==> config.mk <==
export PLATFORM = sky130hd
export DESIGN_NAME = sfp_mult_arb
export DESIGN_NICKNAME = d
export VERILOG_FILES = /design/src/rtl/sfp_mult_arb.sv
export SDC_FILE = /design/constraint.sdc
export NUM_CORES = 1
export LEC_CHECK = 0
export BUFFER_PORTS_ARGS = -buffer_cell sky130_fd_sc_hd__buf_2
export CAP_MARGIN = 20
export CORE_UTILIZATION = 35
export CTS_CLUSTER_SIZE = 20
export DETAILED_ROUTE_END_ITERATION = 12
export SYNTH_ARGS = -nofsm -noshare
export SYNTH_HDL_FRONTEND = slang
export SYNTH_SLANG_ARGS = --single-unit
==> constraint.sdc <==
create_clock -name i_clk -period 12.4 [get_ports i_clk]
set_input_delay 2.48 -clock i_clk [delete_from_list [all_inputs] [get_ports i_clk]]
set_output_delay 2.48 -clock i_clk [all_outputs]
set_load 0.02 [all_outputs]
==> src/rtl/sfp_mult_arb.sv <==
// sfp_mult_arb: round-robin share of one sfp_mult pipeline among NREQ
// requesters, with per-op id tags routing each result back to its owner.
//
// Ports:
//   i_clk              clock
//   i_rst              synchronous active-low reset (also resets sfp_mult)
//   i_en               arbitration enable; in-flight ops drain when low
//   i_req[NREQ]        per-requester valid, operands stable until granted
//   i_da/i_db          operands, requester k at [26k+25:26k]
//   o_gnt[NREQ]        one-hot combinational grant
//   o_vld[NREQ]        one-hot registered result strobe
//   o_do[26]           result, holds last value between strobes
//   o_inflight[IDW+2]  ops issued but not yet returned
//   o_err              sticky tag/valid mismatch flag
//
// sfp format: sign[25], exp[24:17] (bias 127), frac[16:0] where frac[16]
// is the explicit leading one (1.0 = 26'h0FF0000).

module sfp_mult #(
    parameter int LAT = 4
) (
    input  logic        i_clk,
    input  logic        i_rst,
    input  logic        i_req,
    input  logic [25:0] i_da,
    input  logic [25:0] i_db,
    output logic        o_vld,
    output logic [25:0] o_do
);
    logic [33:0]    prod;
    logic [7:0]     e_sum;
    logic [25:0]    res;
    logic [LAT-1:0] v;
    logic [25:0]    d [LAT];

    assign prod  = {17'b0, i_da[16:0]} * {17'b0, i_db[16:0]};
    // A product >= 2.0 shifts right by one and bumps the exponent.
    assign e_sum = i_da[24:17] + i_db[24:17] - 8'd127 + {7'b0, prod[33]};
    assign res   = {i_da[25] ^ i_db[25], e_sum,
                    prod[33] ? prod[33:17] : prod[32:16]};

    always_ff @(posedge i_clk) begin
        if (!i_rst) v <= '0;
        else        v <= {v[LAT-2:0], i_req};
    end

    always_ff @(posedge i_clk) begin
        d[0] <= res;
        for (int i = 1; i < LAT; i++) d[i] <= d[i-1];
    end

    assign o_vld = v[LAT-1];
    assign o_do  = d[LAT-1];
endmodule

module sfp_mult_arb #(
    parameter int NREQ     = 4,
    parameter int IDW      = 2,
    parameter int MULT_LAT = 4
) (
    input  logic               i_clk,
    input  logic               i_rst,
    input  logic               i_en,
    input  logic [NREQ-1:0]    i_req,
    input  logic [NREQ*26-1:0] i_da,
    input  logic [NREQ*26-1:0] i_db,
    output logic [NREQ-1:0]    o_gnt,
    output logic [NREQ-1:0]    o_vld,
    output logic [25:0]        o_do,
    output logic [IDW+1:0]     o_inflight,
    output logic               o_err
);
    localparam int IFW = IDW + 2;

    logic [IDW-1:0]      ptr;
    logic [IDW-1:0]      gnt_id;
    logic                gnt_any;
    logic                xfer;
    logic                m_req;
    logic [IDW-1:0]      m_id;
    logic [25:0]         m_da;
    logic [25:0]         m_db;
    logic [MULT_LAT-1:0] t_v;
    logic [IDW-1:0]      t_id [MULT_LAT];
    logic                mv;
    logic [25:0]         md;

    // Scan requesters starting at ptr, wrapping; first hit wins.
    always_comb begin
        gnt_any = 1'b0;
        gnt_id  = ptr;
        for (int i = 0; i < NREQ; i++) begin
            int idx;
            idx = int'(ptr) + i;
            if (idx >= NREQ) idx = idx - NREQ;
            if (!gnt_any && i_req[idx]) begin
                gnt_any = 1'b1;
                gnt_id  = IDW'(idx);
            end
        end
    end

    assign xfer = gnt_any && i_en && i_rst;

    always_comb begin
        o_gnt = '0;
        if (xfer) o_gnt[gnt_id] = 1'b1;
    end

    always_ff @(posedge i_clk) begin
        if (!i_rst) begin
            ptr   <= '0;
            m_req <= 1'b0;
            m_id  <= '0;
            m_da  <= '0;
            m_db  <= '0;
        end else begin
            m_req <= xfer;
            if (xfer) begin
                ptr  <= (gnt_id == IDW'(NREQ - 1)) ? '0 : gnt_id + IDW'(1);
                m_id <= gnt_id;
                m_da <= i_da[26*gnt_id +: 26];
                m_db <= i_db[26*gnt_id +: 26];
            end
        end
    end

    sfp_mult #(.LAT(MULT_LAT)) u_mult (
        .i_clk (i_clk),
        .i_rst (i_rst),
        .i_req (m_req),
        .i_da  (m_da),
        .i_db  (m_db),
        .o_vld (mv),
        .o_do  (md)
    );

    // Id tags travel alongside the multiplier so they emerge with its result.
    always_ff @(posedge i_clk) begin
        if (!i_rst) begin
            t_v <= '0;
            for (int i = 0; i < MULT_LAT; i++) t_id[i] <= '0;
        end else begin
            t_v     <= {t_v[MULT_LAT-2:0], m_req};
            t_id[0] <= m_id;
            for (int i = 1; i < MULT_LAT; i++) t_id[i] <= t_id[i-1];
        end
    end

    always_ff @(posedge i_clk) begin
        if (!i_rst) begin
            o_vld      <= '0;
            o_do       <= '0;
            o_inflight <= '0;
            o_err      <= 1'b0;
        end else begin
            o_vld <= '0;
            if (mv) begin
                o_vld[t_id[MULT_LAT-1]] <= 1'b1;
                o_do                    <= md;
            end
            if (mv != t_v[MULT_LAT-1]) o_err <= 1'b1;
            case ({xfer, mv})
                2'b10:   o_inflight <= o_inflight + IFW'(1);
                2'b01:   o_inflight <= o_inflight - IFW'(1);
                default: o_inflight <= o_inflight;
            endcase
        end
    end
endmodule
==> results of run 1 <==
power breakdown:
group | internal, W | total (W) | leakage (nW) | switching (W)
logic | 0.000257 | 0.000612 | 7.89 | 0.000355
clock network | 0.000403 | 0.000671 | 0.361 | 0.000268
registers | 0.000791 | 0.000898 | 1.70 | 0.000107
worst max-delay path, delay by kind of cell (launching register included):
family | cells | cell delay, ns
buf+inv | 6 | 0.30
flops | 1 | 0.88
fa+ha+maj | 9 | 3.91
simple gates | 2 | 0.42
xor+xnor | 2 | 0.37
compound gates | 11 | 2.10
path summary, 6_finish.rpt:
check / start / end / cells past startpoint
worst min register to register: u_mult.d[1][2] / u_mult.d[2][2] / 0
worst max-delay path: m_da[13] / u_mult.d[0][24] / 30
worst min-delay path: u_mult.d[1][2] / u_mult.d[2][2] / 0
worst max register to register: m_da[13] / u_mult.d[0][24] / 30
cells in the mapped netlist, types with 2 or more instances:
cell | instances | share of area, %
a211oi_2 | 2 | 0.14
nor2_1 | 30 | 0.65
inv_1 | 303 | 6.5
dfxtp_1 | 207 | 24
a2111oi_0 | 2 | 0.10
o21ai_1 | 3 | 0.086
o32ai_1 | 3 | 0.15
o21a_1 | 5 | 0.22
clkbuf_1 | 97 | 2.1
or2_2 | 2 | 0.072
mux2i_1 | 47 | 2.7
a211o_1 | 2 | 0.10
buf_2 | 2 | 0.058
a221o_1 | 8 | 0.46
a211oi_1 | 3 | 0.13
a311oi_1 | 43 | 2.2
a21boi_0 | 3 | 0.13
nor4_1 | 2 | 0.072
xnor2_1 | 23 | 1.2
buf_1 | 7 | 0.15
ha_1 | 127 | 9.1
fa_1 | 224 | 26
a21oi_1 | 73 | 2.1
o21ai_0 | 16 | 0.46
a21oi_2 | 3 | 0.15
buf_6 | 3 | 0.19
nand2_1 | 368 | 7.9
or3_1 | 2 | 0.072
and2_1 | 127 | 4.6
nand4_1 | 5 | 0.18
o211ai_1 | 3 | 0.13
xor2_1 | 9 | 0.45
nand3_1 | 4 | 0.12
o21bai_1 | 4 | 0.17
buf_4 | 2 | 0.086
nor3_1 | 5 | 0.14
nor2b_1 | 73 | 2.6
o211a_1 | 2 | 0.12
mux2_2 | 7 | 0.45
a21o_1 | 24 | 1.0
and3_1 | 51 | 1.8
routing by layer:
layer	part of all wire, %	global-route usage, %
met5	0	0
met4	3.1	6.28
met3	4.4	1.53
met2	50	33.3
met1	43	23.5
state kept, by name (all words and copies together), names as in the netlist:
signal	flops
m_req	1
m_da	26
u_mult.d	104
o_vld	4
m_id	2
m_db	26
o_do	26
ptr	2
t_v	4
o_inflight	4
t_id	8
metrics by stage:
step,utilization [%],total power (W),std cells
after global placement,39.0,0.00152,2759
after floorplan,-,0.00132,1947
final,40.6,0.00218,2799
after detailed placement,39.0,0.00153,2759
after global routing,40.5,0.00234,2798
after CTS,40.5,0.00221,2796
cell type report:
type,count,area share [%]
Tap cell,664,4.19
Antenna cell,2,0.0252
Multi-Input combinational cell,1324,58.7
Inverter,304,5.75
Timing Repair Buffer,261,6.72
Clock inverter,10,0.769
Clock buffer,27,2.97
Sequential cell,207,20.9
kinds of logic (layout without fill, tap and decap cells):
kind of cell    Yosys count  in the layout  share of synthesized area (%)
simple gates            671            671                           18.4
buf+inv                 416            602                           9.18
fa+ha+maj               351            351                           35.0
compound gates          214            214                           8.74
flops                   207            207                           23.8
mux                      54             54                           3.16
xor+xnor                 33             33                           1.71
other cells               1              3                         0.0216
==> reports/qor.txt, run 1 <==
Setup WS post-layout = 4.29 ns
Synth Cell Area = 0.0174 mm2
Register area share after synthesis = 23.8%
Crit end category = flip-flop
Synth Flop Type = dfxtp_1
Multi-input gate area = 0.0117 mm2
Syn avg cell area = 8.92 um2
Initial Util = 35.5%
Grt total ovfl = 0
CTS root buffer = clkbuf_16
CTS H-tree lvls = 1
Final ANT Viol Nets = 0
Commonest non-fill, non-tap cell in the layout = nand2_1
Resized Gates After CTS = 0
Number of remaining DRC errors = 0
Core Footprint = 0.0490 mm2
Total Routing Usage GR = 18.6%
Initial antenna violation count = 2
Average wire per standard cell = 16.2 um
Crit-path max FO = 18
Net Count, Synth = 2513
Crit path kind = flip-flop to flip-flop
Placed Area = 0.0191 mm2
Total wire length = 45.2 mm
Clk slew on worst S/H paths = 0.07 ns
Hold-fix buffers, CTS = 0
Drt pass-1 iters = 5
Async SR Flop Fraction = 0%
Fin nets = 2686
Pleak = 9.95 nW
CTS tree = built
Critical path arrival = 8.51 ns
Global-route wire length before repair = 74.5 mm
Die Wd = 225 um
Reg2reg setup slack = 4.29 ns
Full die area = 0.0505 mm2
Worst hold slack = 0.323 ns
Post-layout min period = 8.11 ns
DP Worst Slack = 4.29 ns
Num Clock Sinks = 207
Crit path launch type = flip-flop
Sequential cell area = 0.00415 mm2
Run status = finished, final reports clean
Commonest cells after routing, fill and taps aside = 367 x nand2_1, 302 x inv_1, 252 x buf_2
Slowest cell on crit path = dfxtp_1
Final setup fails = 0
Rows = 81
Worst VDD drop = 0.0912 mV
Largest net degree at the start of global routing = 99
Slew Viols, Final = 0
CTS Buf Count = 22
Seq cells post-synth = 207
MaxCap Viol Count = 0
Power density cells = 110 mW/mm2
Synth Instances = 1947
Tcrit/Tclk final = 65.4%
Post-CTS Setup Bufs = 0
CP required = 12.80 ns
Number of port buffers = 252
Worst slew pin tran = 1.08 ns
Vias in the first global route = 14400
Synthesis-to-layout area growth = 14.2%
Via/cell ratio = 4.83
Post-synth EDFFs = 0
Max_slew headroom = 28.2%
Design Area, Final = 0.0199 mm2
HP Class = flip-flop to flip-flop
Detailed Route Iter0 Violations = 662
Die Ht = 225 um
Final hold vios = 0
Share of cells above drive strength 1 = 14.9%
Layout fillers = 4840
Setup_tns = 0 ns
DP HPWL = 34.9 mm
GPL Wtd Cong = 0.874
Setup Skew = 0.0175 ns
Io pins = 254
Vias = 13500
CP peak stage delay = 0.88 ns
RSZ-0062 raised after global routing = false
Clk Latency, worst-skew pair = 0.52 ns
Yosys warns = 0
Deepest clock path buffer count = 3
Max Clk Rate = 0.123 GHz
Yosys cell types = 62
(Power assumes the default switching activity.)
==> inputs of run 2 (changes only) <==
Settings changed: ABC_AREA set to 1.
Clock period 12.4 ns to 7.3 ns, I/O delays scaled along.
==> run 2 against run 1 <==
Clock-buffer cell count up 4. Highest routed layer is now met5. First-iteration DRC count rose by 43%. Critical endpoint is now u_mult.d[0][23]. Non-clock buffer count is 57 higher.
==> reports/qor.txt, run 2 <==
Critical path buffers and inverters = 7 (+1)
Syn avg cell area = 7.43 um2 (-17%)
Grt total ovfl = 0 (unchanged)
Synth Instances = 2458 (+26%)
Synth Cell Area = 0.0183 mm2 (+5.1%)
Hold EP = u_mult.d[3][22]
Layout fillers = 5290 (+9.3%)
Die Ht = 230 um (+2.5%)
Switching Share = 49.2% (+16 points)
Post-layout min period = 6.86 ns (-1.25 ns)
Synth Flop Type = dfxtp_1
DP HPWL = 41.4 mm (+19%)
Drt pass-1 iters = 6 (+1)
Full die area = 0.0531 mm2 (+5.0%)
Max_slew headroom = 44.7% (+16 points)
Final hold vios = 0 (unchanged)
Sw Pwr = 0.00352 W (+380%)
Vias in the first global route = 16500 (+14%)
Fin nets = 3241 (+21%)
Cell taking the most area after synthesis = fa_1
Worst VDD drop = 0.190 mV (+110%)
Via/cell ratio = 4.65 (-3.7%)
Largest net degree at the start of global routing = 80 (-19%)
Critical path arrival = 7.29 ns (-1.22 ns)
Yosys cell types = 44 (-29%)
RSZ-0062 raised after global routing = false
CP most frequent cell = fa_1
Clk slew on worst S/H paths = 0.06 ns (about the same)
Async SR Flop Fraction = 0% (unchanged)
Net Count, Synth = 3024 (+20%)
Run status = finished, final reports clean
Total Routing Usage GR = 19.4% (+0.79 points)
Top delay family on crit path = adder cells
Post-synth EDFFs = 0 (unchanged)
Post-synth top cells = 804 x nand2_1, 493 x inv_1, 224 x fa_1, 207 x dfxtp_1, 127 x ha_1
Clk Latency, worst-skew pair = 0.51 ns (about the same)
Multi-input gate area = 0.0117 mm2 (+0.21%)
CP peak stage delay = 0.58 ns (-0.30 ns)
Initial Util = 35.5% (about the same)
Biggest register = u_mult.d
Crit path kind = flip-flop to flip-flop
Setup WS post-layout = 0.439 ns (-3.85 ns)
Pleak = 12.0 nW (+21%)
GPL Wtd Cong = 0.917 (+5.0%)
Yosys warns = 0 (unchanged)
CTS root buffer = clkbuf_16
Reg2reg setup slack = 0.44 ns (-3.85 ns)
Diode count = 0 (-2)
Sequential share of power = 25.6% (-16 points)
FF-to-FF path depth = 29 (-3.3%)
Final ANT Viol Nets = 0 (unchanged)
Average wire per standard cell = 14.9 um (-8.1%)
Crit end category = flip-flop
Num Clock Sinks = 207 (unchanged)
Crit path launch type = flip-flop
Top-count cell post-synth = nand2_1
Max Clk Rate = 0.146 GHz (+18%)
Share of cells above drive strength 1 = 15.2% (+0.30 points)
Synthesis-to-layout area growth = 15.3%
Deepest clock path buffer count = 3 (unchanged)
Die Wd = 230 um (+2.5%)
Core Footprint = 0.0514 mm2 (+5.0%)
Register area share after synthesis = 22.7% (-1.1 points)
Reg-to-reg endpoint = u_mult.d[0][23]
Setup Skew = 0.0143 ns (-0.00321 ns)
DP Worst Slack = 0.0496 ns (-4.24 ns)
Io pins = 254 (unchanged)
Commonest non-fill, non-tap cell in the layout = nand2_1
CTS H-tree lvls = 1 (unchanged)
Global-route wire length before repair = 83.1 mm (+12%)
Total wire length = 50.1 mm (+11%)
FF-to-FF Start = m_da[7]
CP required = 7.73 ns (-5.07 ns)
Rows = 83 (+2.5%)
Post-synth top area share = 24.6% (-1.2 points)
Number of port buffers = 252 (unchanged)
Crit-path max FO = 8 (-10)
Worst slew pin tran = 0.828 ns (-0.249 ns)
Number of remaining DRC errors = 0 (unchanged)
Initial antenna violation count = 1 (-1)
Worst hold slack = 0.324 ns (+0.000702 ns)
Clock power frac = 14.5% (-16 points)
CTS Buf Count = 21 (-4.5%)
Int Pwr = 0.00363 W (+150%)
Slowest cell on crit path = fa_1
HP Class = flip-flop to flip-flop
Slew Viols, Final = 0 (unchanged)
Post-CTS Setup Bufs = 0 (unchanged)
Comb power frac = 60.0% (+32 points)
Worst hold stages = 0 (unchanged)
Hold_sp = u_mult.d[2][22]
Sequential cell area = 0.00418 mm2 (+0.94%)
Tcrit/Tclk final = 94.0% (+29 points)
MaxCap Viol Count = 0 (unchanged)
CTS tree = built
Largest cells by area after synthesis = fa_1 25%, dfxtp_1 23%, nand2_1 17%
Commonest cells after routing, fill and taps aside = 804 x nand2_1, 493 x inv_1, 252 x buf_2
Vias = 15700 (+16%)
Seq cells post-synth = 207 (unchanged)
Number of flip-flops under the largest register name = 104 (unchanged)
Final setup fails = 0 (unchanged)
Power density cells = 340 mW/mm2 (+210%)
Setup_tns = 0 ns (unchanged)
Detailed Route Iter0 Violations = 944 (+43%)
-- run 2: cell count changes after synthesis, sizes merged, moves of 51 or more --
cell,before,now
nand3,4,65
nor2,30,130
and3,51,0
o21ai,19,82
inv,303,497
nor2b,73,0
and2,127,0
nand2,368,814
-- run 2: what timing repair did --
| action | 4_1_cts | 5_1_grt |
|---|---|---|
| resized for setup | 0 | 33 |
| hold buffers | 0 | 0 |
| endpoints found under the setup margin | 0 | 4 |
-- run 2: power groups by stage --
stage	combinational (W)	sequential (W)	clock, W
after floorplan	0.00318	0.00156	0
after global placement	0.00426	0.00183	0
after detailed placement	0.00429	0.00184	0
after CTS	0.00432	0.00182	0.00107
after global routing	0.00494	0.00187	0.00112
final	0.00429	0.00183	0.00103
-- run 2: per-layer routing --
metal | vias up | routed length [um] | track usage, %
li1 | 7701 | - | -
met1 | 7524 | 21300 | 23.7
met2 | 346 | 25300 | 35.4
met3 | 87 | 1920 | 1.88
met4 | 2 | 1560 | 6.56
met5 | - | 13 | 0
-- run 2: cell type report --
cell class | instances | area share, %
Sequential cell | 207 | 19.9
Clock buffer | 31 | 3.01
Multi-Input combinational cell | 1627 | 55.5
Timing Repair Buffer | 318 | 8.48
Clock inverter | 7 | 0.208
Tap cell | 680 | 4.04
Inverter | 500 | 8.91
-- run 2: worst max path at each step --
stage | end | cells past startpoint | start | slack, ns
floorplan | u_mult.d[0][23] | 33 | m_da[10] | 0.004
global placement | u_mult.d[0][23] | 30 | m_da[5] | 0.12
detailed placement | u_mult.d[0][23] | 30 | m_da[5] | 0.05
CTS | u_mult.d[0][23] | 30 | m_da[5] | 0.01
global route | u_mult.d[0][23] | 34 | m_db[5] | 0.01
finish | u_mult.d[0][23] | 29 | m_da[7] | 0.44
-- run 2: kinds of logic after synthesis --
group,after synthesis,share of synthesized area (%)
AOI/OAI and AO/OA,198,6.49
adders and majority gates,351,33.3
DFF,207,22.7
xor gates and xnor gates,22,1.06
and+or+nand+nor,1055,23.1
other,1,0.0205
buffers and inverters,624,13.4
-- run 2: worst register-to-register path, delay by kind of cell, from the launching register on --
kind	cells	cell delay, ns
buffers and inverters	7	0.57
DFF	1	0.47
and+or+nand+nor	5	0.47
adders and majority gates	10	4.26
AOI/OAI and AO/OA	6	0.88
xor gates and xnor gates	1	0.15
-- run 2: metrics by stage --
| step | instance area, um2 | power, W | util (%) | cells |
|---|---|---|---|---|
| finish | 21100 | 0.00716 | 41.0 | 3370 |
| global route | 21100 | 0.00793 | 41.0 | 3370 |
| CTS | 21000 | 0.00721 | 40.9 | 3370 |
| detailed placement | 20300 | 0.00613 | 39.5 | 3332 |
| global placement | 20300 | 0.00609 | 39.5 | 3332 |
| floorplan | 18300 | 0.00474 | - | 2458 |
